### src/rtl/muldiv_unit.sv
// muldiv_unit: HI/LO producer for the execute stage.
// Multiplies and moves write in the cycle after acceptance. Divides run a
// 32-iteration restoring engine on operand magnitudes, hold busy for 32
// cycles and write in the 33rd cycle after acceptance. Every output is a flop.
module muldiv_unit (
  input  logic        clk,
  input  logic        rst,
  input  logic        op_valid,
  input  logic [2:0]  op,
  input  logic [31:0] a,
  input  logic [31:0] b,
  input  logic        flush,
  output logic        busy,
  output logic [31:0] hi_o,
  output logic [31:0] lo_o,
  output logic [1:0]  we_o
);

  localparam logic [2:0] OP_MULT  = 3'd0;
  localparam logic [2:0] OP_MULTU = 3'd1;
  localparam logic [2:0] OP_DIV   = 3'd2;
  localparam logic [2:0] OP_DIVU  = 3'd3;
  localparam logic [2:0] OP_MTHI  = 3'd4;
  localparam logic [2:0] OP_MTLO  = 3'd5;

  typedef enum logic [0:0] {
    ST_IDLE   = 1'b0,
    ST_DIVIDE = 1'b1
  } state_t;

  state_t      state_q, state_d;
  logic [4:0]  cnt_q, cnt_d;
  logic [63:0] rq_q, rq_d;          // {remainder, quotient} shift register
  logic [31:0] bmag_q, bmag_d;      // divisor magnitude
  logic [31:0] a_q, a_d;            // raw dividend, returned on divide by zero
  logic        negq_q, negq_d;
  logic        negr_q, negr_d;
  logic        bzero_q, bzero_d;
  logic        busy_q, busy_d;
  logic [31:0] hi_q, hi_d;
  logic [31:0] lo_q, lo_d;
  logic [1:0]  we_q, we_d;

  logic [63:0] mul_a_s, mul_b_s, prod_s, rq_next_s;

  function automatic logic [31:0] neg32(input logic [31:0] v);
    neg32 = ~v + 32'd1;
  endfunction

  function automatic logic [31:0] abs32(input logic [31:0] v, input logic sgn);
    if (sgn && v[31]) begin
      abs32 = neg32(v);
    end else begin
      abs32 = v;
    end
  endfunction

  // One restoring step: shift left, trial-subtract the divisor from the
  // upper 33 bits, keep the difference and set the quotient bit if it fits.
  function automatic logic [63:0] div_step(input logic [63:0] rq, input logic [31:0] d);
    logic [32:0] diff;
    diff = rq[63:31] - {1'b0, d};
    if (!diff[32]) begin
      div_step = {diff[31:0], rq[30:0], 1'b1};
    end else begin
      div_step = {rq[62:0], 1'b0};
    end
  endfunction

  // Next-state, datapath and write-pulse logic for both engine states.
  always_comb begin
    state_d   = state_q;
    cnt_d     = cnt_q;
    rq_d      = rq_q;
    bmag_d    = bmag_q;
    a_d       = a_q;
    negq_d    = negq_q;
    negr_d    = negr_q;
    bzero_d   = bzero_q;
    busy_d    = busy_q;
    hi_d      = hi_q;
    lo_d      = lo_q;
    we_d      = 2'b00;
    mul_a_s   = (op == OP_MULT) ? {{32{a[31]}}, a} : {32'd0, a};
    mul_b_s   = (op == OP_MULT) ? {{32{b[31]}}, b} : {32'd0, b};
    prod_s    = mul_a_s * mul_b_s;
    rq_next_s = div_step(rq_q, bmag_q);
    case (state_q)
      ST_IDLE: begin
        if (op_valid && !busy_q && !flush) begin
          case (op)
            OP_MULT, OP_MULTU: begin
              hi_d = prod_s[63:32];
              lo_d = prod_s[31:0];
              we_d = 2'b11;
            end
            OP_DIV, OP_DIVU: begin
              state_d = ST_DIVIDE;
              busy_d  = 1'b1;
              cnt_d   = 5'd0;
              a_d     = a;
              bmag_d  = abs32(b, op == OP_DIV);
              rq_d    = {32'd0, abs32(a, op == OP_DIV)};
              negq_d  = (op == OP_DIV) && (a[31] ^ b[31]);
              negr_d  = (op == OP_DIV) && a[31];
              bzero_d = (b == 32'd0);
            end
            OP_MTHI: begin
              hi_d = a;
              we_d = 2'b10;
            end
            OP_MTLO: begin
              lo_d = a;
              we_d = 2'b01;
            end
            default: begin
              we_d = 2'b00;
            end
          endcase
        end else begin
          we_d = 2'b00;
        end
      end
      ST_DIVIDE: begin
        if (flush) begin
          state_d = ST_IDLE;
          busy_d  = 1'b0;
          cnt_d   = 5'd0;
        end else begin
          rq_d  = rq_next_s;
          cnt_d = cnt_q + 5'd1;
          if (cnt_q == 5'd31) begin
            state_d = ST_IDLE;
            busy_d  = 1'b0;
            cnt_d   = 5'd0;
            we_d    = 2'b11;
            if (bzero_q) begin
              hi_d = a_q;
              lo_d = 32'hFFFF_FFFF;
            end else begin
              hi_d = negr_q ? neg32(rq_next_s[63:32]) : rq_next_s[63:32];
              lo_d = negq_q ? neg32(rq_next_s[31:0]) : rq_next_s[31:0];
            end
          end else begin
            busy_d = 1'b1;
          end
        end
      end
      default: begin
        state_d = ST_IDLE;
        busy_d  = 1'b0;
        cnt_d   = 5'd0;
      end
    endcase
  end

  // State and output registers with synchronous reset.
  always_ff @(posedge clk) begin
    if (rst) begin
      state_q <= ST_IDLE;
      cnt_q   <= 5'd0;
      rq_q    <= 64'd0;
      bmag_q  <= 32'd0;
      a_q     <= 32'd0;
      negq_q  <= 1'b0;
      negr_q  <= 1'b0;
      bzero_q <= 1'b0;
      busy_q  <= 1'b0;
      hi_q    <= 32'd0;
      lo_q    <= 32'd0;
      we_q    <= 2'b00;
    end else begin
      state_q <= state_d;
      cnt_q   <= cnt_d;
      rq_q    <= rq_d;
      bmag_q  <= bmag_d;
      a_q     <= a_d;
      negq_q  <= negq_d;
      negr_q  <= negr_d;
      bzero_q <= bzero_d;
      busy_q  <= busy_d;
      hi_q    <= hi_d;
      lo_q    <= lo_d;
      we_q    <= we_d;
    end
  end

  assign busy = busy_q;
  assign hi_o = hi_q;
  assign lo_o = lo_q;
  assign we_o = we_q;

endmodule

### config.mk
export PLATFORM = sky130hd
export DESIGN_NAME = muldiv_unit
export DESIGN_NICKNAME = d
export VERILOG_FILES = /design/src/rtl/muldiv_unit.sv
export SDC_FILE = /design/constraint.sdc
export NUM_CORES = 2
export LEC_CHECK = 0
export ABC_AREA = 1
export BUFFER_PORTS_ARGS = -buffer_cell sky130_fd_sc_hd__buf_2
export CORE_MARGIN = 2
export CORE_UTILIZATION = 40
export DETAILED_ROUTE_END_ITERATION = 10
export PLACE_DENSITY = 0.6
export SYNTH_ARGS = -nofsm -noshare
export SYNTH_HDL_FRONTEND = slang
export SYNTH_SLANG_ARGS = --single-unit
export TNS_END_PERCENT = 10
### constraint.sdc
create_clock -name clk -period 19.8 [get_ports clk]
set_input_delay 1.98 -clock clk [delete_from_list [all_inputs] [get_ports clk]]
set_output_delay 1.98 -clock clk [all_outputs]
set_load 0.02 [all_outputs]
Yosys cells after proc, flatten, opt, wreduce, memory -nomap -nowiden
Cells that the tools add are included.
{"block": "totals", "register_bits": 204, "in_bits": 71, "output_inout_bits": 67, "wordCells": 94}
{"block": "classes", "add_sub_neg": 6, "multipliers": 1, "eq_ne": 12, "n_mux": 41, "bitwise_logic": 6, "n_reduce_logical": 16}
{"op": "$mux 32", "n": 12}
{"op": "$mux 64", "n": 6}
{"op": "$pmux 32 s2", "n": 4}
{"op": "$add 32x1->32 const B", "n": 4}
{"op": "$not 32->32", "n": 4}
{"op": "$pmux 64 s2", "n": 1}
{"op": "$mul 64x64->64", "n": 1}
{"op": "$sub 33x32->33", "n": 1}
{"op": "$logic_not 32->1", "n": 1}
{"op": "$mux 5", "n": 4}
{"op": "$pmux 5 s2", "n": 1}
{"op": "$reduce_and 4->1", "n": 2}
{"op": "$eq 3x2->1 const B", "n": 2}
{"op": "$eq 3x3->1 const B", "n": 2}
{"op": "$mux 1", "n": 6}
{"op": "$mux 2", "n": 3}
{"op": "$ne 3x1->1 const B", "n": 2}
{"op": "$pmux 2 s3", "n": 1}
{"op": "$reduce_and 3->1", "n": 2}
{"op": "$add 5x1->5 const B", "n": 1}
{"op": "$eq 5x5->1 const B", "n": 1}
{"op": "$logic_and 1x1->1", "n": 5}
{"op": "$ne 2x1->1 const B", "n": 2}
{"op": "$ne 2x2->1 const B", "n": 2}
{"op": "other kinds (9)", "n": 12}

Depth between registers and ports, before layout
{"block": "logic_depth", "word_depth": 9, "mapped_depth": 44}

Worst setup path before layout
OpenSTA, ideal clock, no wires.
{"block": "synth_timing", "path_kind": "in2reg", "from": "input op[0]", "to": "register hi_q[30], in the netlist hi_o[30]", "arrival_time_ns": 10.718, "slack_ns": 8.960, "path_stages": 33, "path_buffers": 3, "path_cell_list": "nor2_1 nand2_1 clkbuf_1 clkbuf_1 buf_1 nor2_1 fa_1 inv_1 fa_1 inv_1 fa_1 inv_1 fa_1 inv_1 fa_1 fa_1 fa_1 inv_1 fa_1 inv_1 fa_1 inv_1 fa_1 inv_1 ha_1 inv_1 nor3_1 nand3_1 o211a_1 nand3_1 nand3_1 a31oi_1 a21oi_2"}
{"block": "synth_via", "elab_chain_cells": 6, "elab_cells_between_ends": 12, "cone_classes": "mul: 1; eq/ne: 3; mux: 5; reduce/logical: 3"}
{"item": "start: declaration", "line": "9", "source": "input logic [2:0] op,"}
{"item": "$logic_not 3->1", "line": "84, 85, 91"}
{"item": "$mux 64 (on tied branches)", "line": "84, 85"}
{"item": "$mul 64x64->64", "line": "86", "source": "prod_s = mul_a_s * mul_b_s;"}
{"item": "$pmux 32 s2", "line": "91", "source": "case (op)"}
{"item": "$mux 32", "line": "90", "source": "if (op_valid && !busy_q && !flush) begin"}
{"item": "$pmux 32 s2", "line": "88", "source": "case (state_q)"}
{"item": "end signal: assignment", "line": "182", "source": "hi_q <= hi_d;"}
{"item": "end: declaration", "line": "40", "source": "logic [31:0] hi_q, hi_d;"}
Several ways; a longest one is shown, not always the timed one. The select of a mux whose other input is x is not followed.
A chain may end at the register's enable or synchronous reset.

Final worst setup path
{"block": "layout_timing", "from": "input op[0]", "to": "register hi_q[27], in the netlist hi_o[27]"}
Same word-level chain as after synthesis.

==> flow_results.xml <==
<?xml version="1.0" encoding="UTF-8"?>
<metrics>
  <group name="run_status">
    <metric name="run_status" unit="">complete, no violations</metric>
  </group>
  <group name="drt">
    <metric name="detailedRoute.firstIterationViolations" unit="">4660</metric>
    <metric name="drt-pass1-iter-count" unit="">5</metric>
    <metric name="vias" unit="">53977</metric>
    <metric name="route.antenna.remaining_nets" unit="">0</metric>
    <metric name="route.final.wire_length" unit="um">234000</metric>
    <metric name="detail_route.drc_violations" unit="">0</metric>
    <metric name="routed_wire_length_per_instance" unit="um">22.2</metric>
    <metric name="post_drt_via_cell_ratio" unit="">5.13</metric>
  </group>
  <group name="yosys">
    <metric name="syn-cell-area" unit="um^2">64400</metric>
    <metric name="ys_seq_elements" unit="">204</metric>
    <metric name="share_of_the_synthesized_area_in_the_top_cell_type" unit="%">44.2</metric>
    <metric name="synth_cells" unit="">8462</metric>
    <metric name="postSynthAreaPerCell" unit="um^2">7.61</metric>
    <metric name="yosys-top-cells-area" unit="">sky130_fd_sc_hd__fa_1, sky130_fd_sc_hd__inv_1, sky130_fd_sc_hd__nand2_1</metric>
    <metric name="seq_area_frac_synth" unit="%">6.35</metric>
    <metric name="postSynthNetCount" unit="">10300</metric>
    <metric name="post_synth_num_cell_types" unit="">64</metric>
    <metric name="synth-main-ff-cell" unit="">sky130_fd_sc_hd__dfxtp_1</metric>
    <metric name="ys_warn_count" unit="">0</metric>
    <metric name="synth.largest_area_cell" unit="">sky130_fd_sc_hd__fa_1</metric>
    <metric name="synth-edff-count" unit="">0</metric>
    <metric name="async_reset_ff_share" unit="%">0</metric>
  </group>
  <group name="worst_setup_path">
    <metric name="cpMaxStageDelayCell" unit="">sky130_fd_sc_hd__fa_1</metric>
    <metric name="worst_setup_path_end_kind" unit="">flop</metric>
    <metric name="worst_path_largest_cell_delay" unit="ns">0.93</metric>
    <metric name="rr_worst_depth" unit="">30</metric>
    <metric name="timing.critical_path.from_type" unit="">primary input</metric>
    <metric name="required" unit="ns">20.32</metric>
    <metric name="crit-reg2reg-capture" unit="">lo_o[30]</metric>
    <metric name="critical_setup_path_class" unit="">primary input to flop</metric>
    <metric name="cp.arrival" unit="ns">12.81</metric>
    <metric name="timing.critical_path.fanout_max" unit="">23</metric>
    <metric name="ff2ff_setup_slack" unit="ns">13.89</metric>
    <metric name="cp_common_cell" unit="">sky130_fd_sc_hd__fa_1</metric>
    <metric name="worst_r2r_startpoint" unit="">rq_q[31]</metric>
  </group>
  <group name="global_routing">
    <metric name="largest_net_degree_at_the_start_of_global_routing" unit="">92</metric>
    <metric name="grt_remaining_overflow" unit="">0</metric>
    <metric name="grt_pass1_vias" unit="">57179</metric>
    <metric name="groute.usage.overall" unit="%">29.1</metric>
    <metric name="grt_antenna_before_repair" unit="">14</metric>
    <metric name="grt_pass1_wl" unit="um">358000</metric>
  </group>
  <group name="floorplan">
    <metric name="initial_utilization" unit="%">40.2</metric>
    <metric name="core-area" unit="um^2">160000</metric>
    <metric name="fp.dieW" unit="um">405</metric>
    <metric name="floorplan.die.height" unit="um">405</metric>
    <metric name="rows" unit="">147</metric>
    <metric name="num_io_pins" unit="">138</metric>
    <metric name="die_footprint" unit="um^2">164000</metric>
  </group>
  <group name="sta">
    <metric name="final.setup.worst_slack" unit="ns">7.50</metric>
    <metric name="setup_repair_after_global_routing_missed_its_margin" unit="">false</metric>
    <metric name="worst_slew_pin_slew" unit="ns">1.25</metric>
    <metric name="final.setup_skew" unit="ns">0.0179</metric>
    <metric name="fin_tns_setup" unit="ns">0</metric>
    <metric name="drv_slew" unit="">0</metric>
    <metric name="setup_violations" unit="">0</metric>
    <metric name="maxSlewHeadroom" unit="%">15.6</metric>
    <metric name="hold_viol" unit="">0</metric>
    <metric name="final_cycle_utilization_of_the_critical_path" unit="%">62.1</metric>
    <metric name="fin_crit" unit="ns">12.30</metric>
    <metric name="max_freq" unit="GHz">0.0813</metric>
  </group>
  <group name="flow_run">
    <metric name="max-cap-violations" unit="">0</metric>
  </group>
  <group name="hold_path">
    <metric name="hold_path_endpoint" unit="">lo_o[21]</metric>
    <metric name="hp-class" unit="">flop to flop</metric>
    <metric name="worst_hold_path.num_cells" unit="">2</metric>
    <metric name="hold_path_startpoint" unit="">lo_o[21]</metric>
  </group>
  <group name="clocking">
    <metric name="numCtsBuffers" unit="">27</metric>
    <metric name="cts-root-buf" unit="">sky130_fd_sc_hd__clkbuf_16</metric>
    <metric name="clkTransAtPathRegs" unit="ns">0.06</metric>
    <metric name="htree_num_levels" unit="">1</metric>
    <metric name="clkLatencyLatePin" unit="ns">0.59</metric>
    <metric name="clk_path_buf_depth" unit="">3</metric>
    <metric name="cts_tree" unit="">built</metric>
    <metric name="clock_sinks" unit="">204</metric>
    <metric name="post_cts_resize_count" unit="">0</metric>
    <metric name="cts.repair_timing.setup_buffer_count" unit="">0</metric>
    <metric name="cts-hold-fix-buffers" unit="">0</metric>
  </group>
  <group name="place">
    <metric name="gp_congestion" unit="">0.988</metric>
    <metric name="port_buffers" unit="">137</metric>
    <metric name="post-dp-hpwl" unit="um">193000</metric>
    <metric name="dp_slack" unit="ns">6.87</metric>
    <metric name="numPlacedInstances" unit="">10469</metric>
  </group>
  <group name="cells_and_area">
    <metric name="area_growth_syn_to_layout" unit="%">5.54</metric>
    <metric name="finalNonFillerCells" unit="">10522</metric>
    <metric name="final_layout_size_suffix_gt1_share" unit="%">4.97</metric>
    <metric name="nets" unit="">10176</metric>
  </group>
</metrics>
## worst max-delay path by stage
stage | start | endpoint | slack (ns) | cells after the start
floorplan | op[0] | hi_o[30] | 8.96 | 33
global placement | op[0] | hi_o[27] | 6.89 | 33
detailed placement | op[0] | hi_o[27] | 6.87 | 33
CTS | op[0] | hi_o[27] | 7.47 | 33
global route | op[0] | hi_o[29] | 7.07 | 32
finish | op[0] | hi_o[27] | 7.50 | 33
## through the flow
stage | hold WS [ns] | utilization [%] | area [um^2]
floorplan | 0.444 | - | 64400
detailed placement | 0.455 | 41.8 | 67000
global route | 0.480 | 42.4 | 67900
CTS | 0.464 | 42.4 | 67900
global placement | 0.452 | 41.8 | 67000
finish | 0.463 | 42.4 | 67900
## critical path: cells and delay by family
| kind | cells | cell delay, ns |
|---|---|---|
| compound gates | 3 | 0.47 |
| buf+inv | 9 | 1.69 |
| simple gates | 10 | 2.38 |
| fa+ha+maj | 11 | 6.20 |
## area by class of cell
class / count / area (um^2)
Antenna cell: 4 / 10.0
Clock buffer: 34 / 722
Clock inverter: 15 / 191
Fill cell: 16484 / 92300
Inverter: 2389 / 8970
Multi-Input combinational cell: 5483 / 49800
Sequential cell: 204 / 4090
Tap cell: 2160 / 2700
Timing Repair Buffer: 233 / 1410
## layer usage
layer	global-route usage, %	vias up	wire, um
li1	-	24272	-
met1	38.5	27306	97700
met2	49.3	1981	111000
met3	3.12	406	14800
met4	10.3	12	10100
met5	0	-	63
## cell usage in the layout, fill, tap and decap left out, drive strengths merged, types with 25 or more instances in the layout
| master | count |
|---|---|
| o211ai | 31 |
| nand2 | 1986 |
| nor3 | 51 |
| a21oi | 366 |
| fa | 1420 |
| xor2 | 58 |
| o21ai | 277 |
| o221ai | 41 |
| buf | 233 |
| clkbuf | 34 |
| xnor2 | 47 |
| inv | 2384 |
| dfxtp | 204 |
| nand3 | 179 |
| or2 | 25 |
| nor2 | 445 |
| a31oi | 66 |
| nand4 | 37 |
| ha | 347 |
## synthesized netlist by cell type, types with 8 or more instances
master / count
sky130_fd_sc_hd__o221ai_1: 41
sky130_fd_sc_hd__o21ai_1: 11
sky130_fd_sc_hd__buf_1: 89
sky130_fd_sc_hd__o21bai_1: 13
sky130_fd_sc_hd__a21oi_1: 359
sky130_fd_sc_hd__a21o_1: 11
sky130_fd_sc_hd__nor2_1: 426
sky130_fd_sc_hd__nor4_1: 18
sky130_fd_sc_hd__nand2_4: 15
sky130_fd_sc_hd__a31oi_1: 66
sky130_fd_sc_hd__clkbuf_1: 282
sky130_fd_sc_hd__fa_1: 1420
sky130_fd_sc_hd__nand2_1: 1937
sky130_fd_sc_hd__dfxtp_1: 204
sky130_fd_sc_hd__nor3_1: 47
sky130_fd_sc_hd__nand3_1: 175
sky130_fd_sc_hd__or2_2: 23
sky130_fd_sc_hd__nor2_2: 14
sky130_fd_sc_hd__xor2_1: 58
sky130_fd_sc_hd__nand4_1: 37
sky130_fd_sc_hd__inv_2: 8
sky130_fd_sc_hd__inv_1: 2376
sky130_fd_sc_hd__nand3b_1: 20
sky130_fd_sc_hd__o21ai_0: 263
sky130_fd_sc_hd__o211ai_1: 31
sky130_fd_sc_hd__xnor2_1: 47
sky130_fd_sc_hd__nand2_2: 32
sky130_fd_sc_hd__ha_1: 347
## cell families after synthesis
group | count (synthesis) | share of synthesized area [%]
AOI/OAI and AO/OA | 839 | 7.35
xor gates and xnor gates | 105 | 1.43
adders and majority gates | 1767 | 50.9
buffers and inverters | 2775 | 16.3
DFF | 204 | 6.35
and+or+nand+nor | 2772 | 17.7
## state kept, by name, summed over array words and instances (netlist names)
register and cells:
rq_q 64, a_q 32, bmag_q 32, hi_o 32, lo_o 32, cnt_q 5, we_o 2, busy 1
bzero_q 1, negq_q 1, negr_q 1, state_q 1
Power is left out: the tool's default activity adds up to more than one toggle a clock period on the data nets, which glitch-free logic cannot reach.
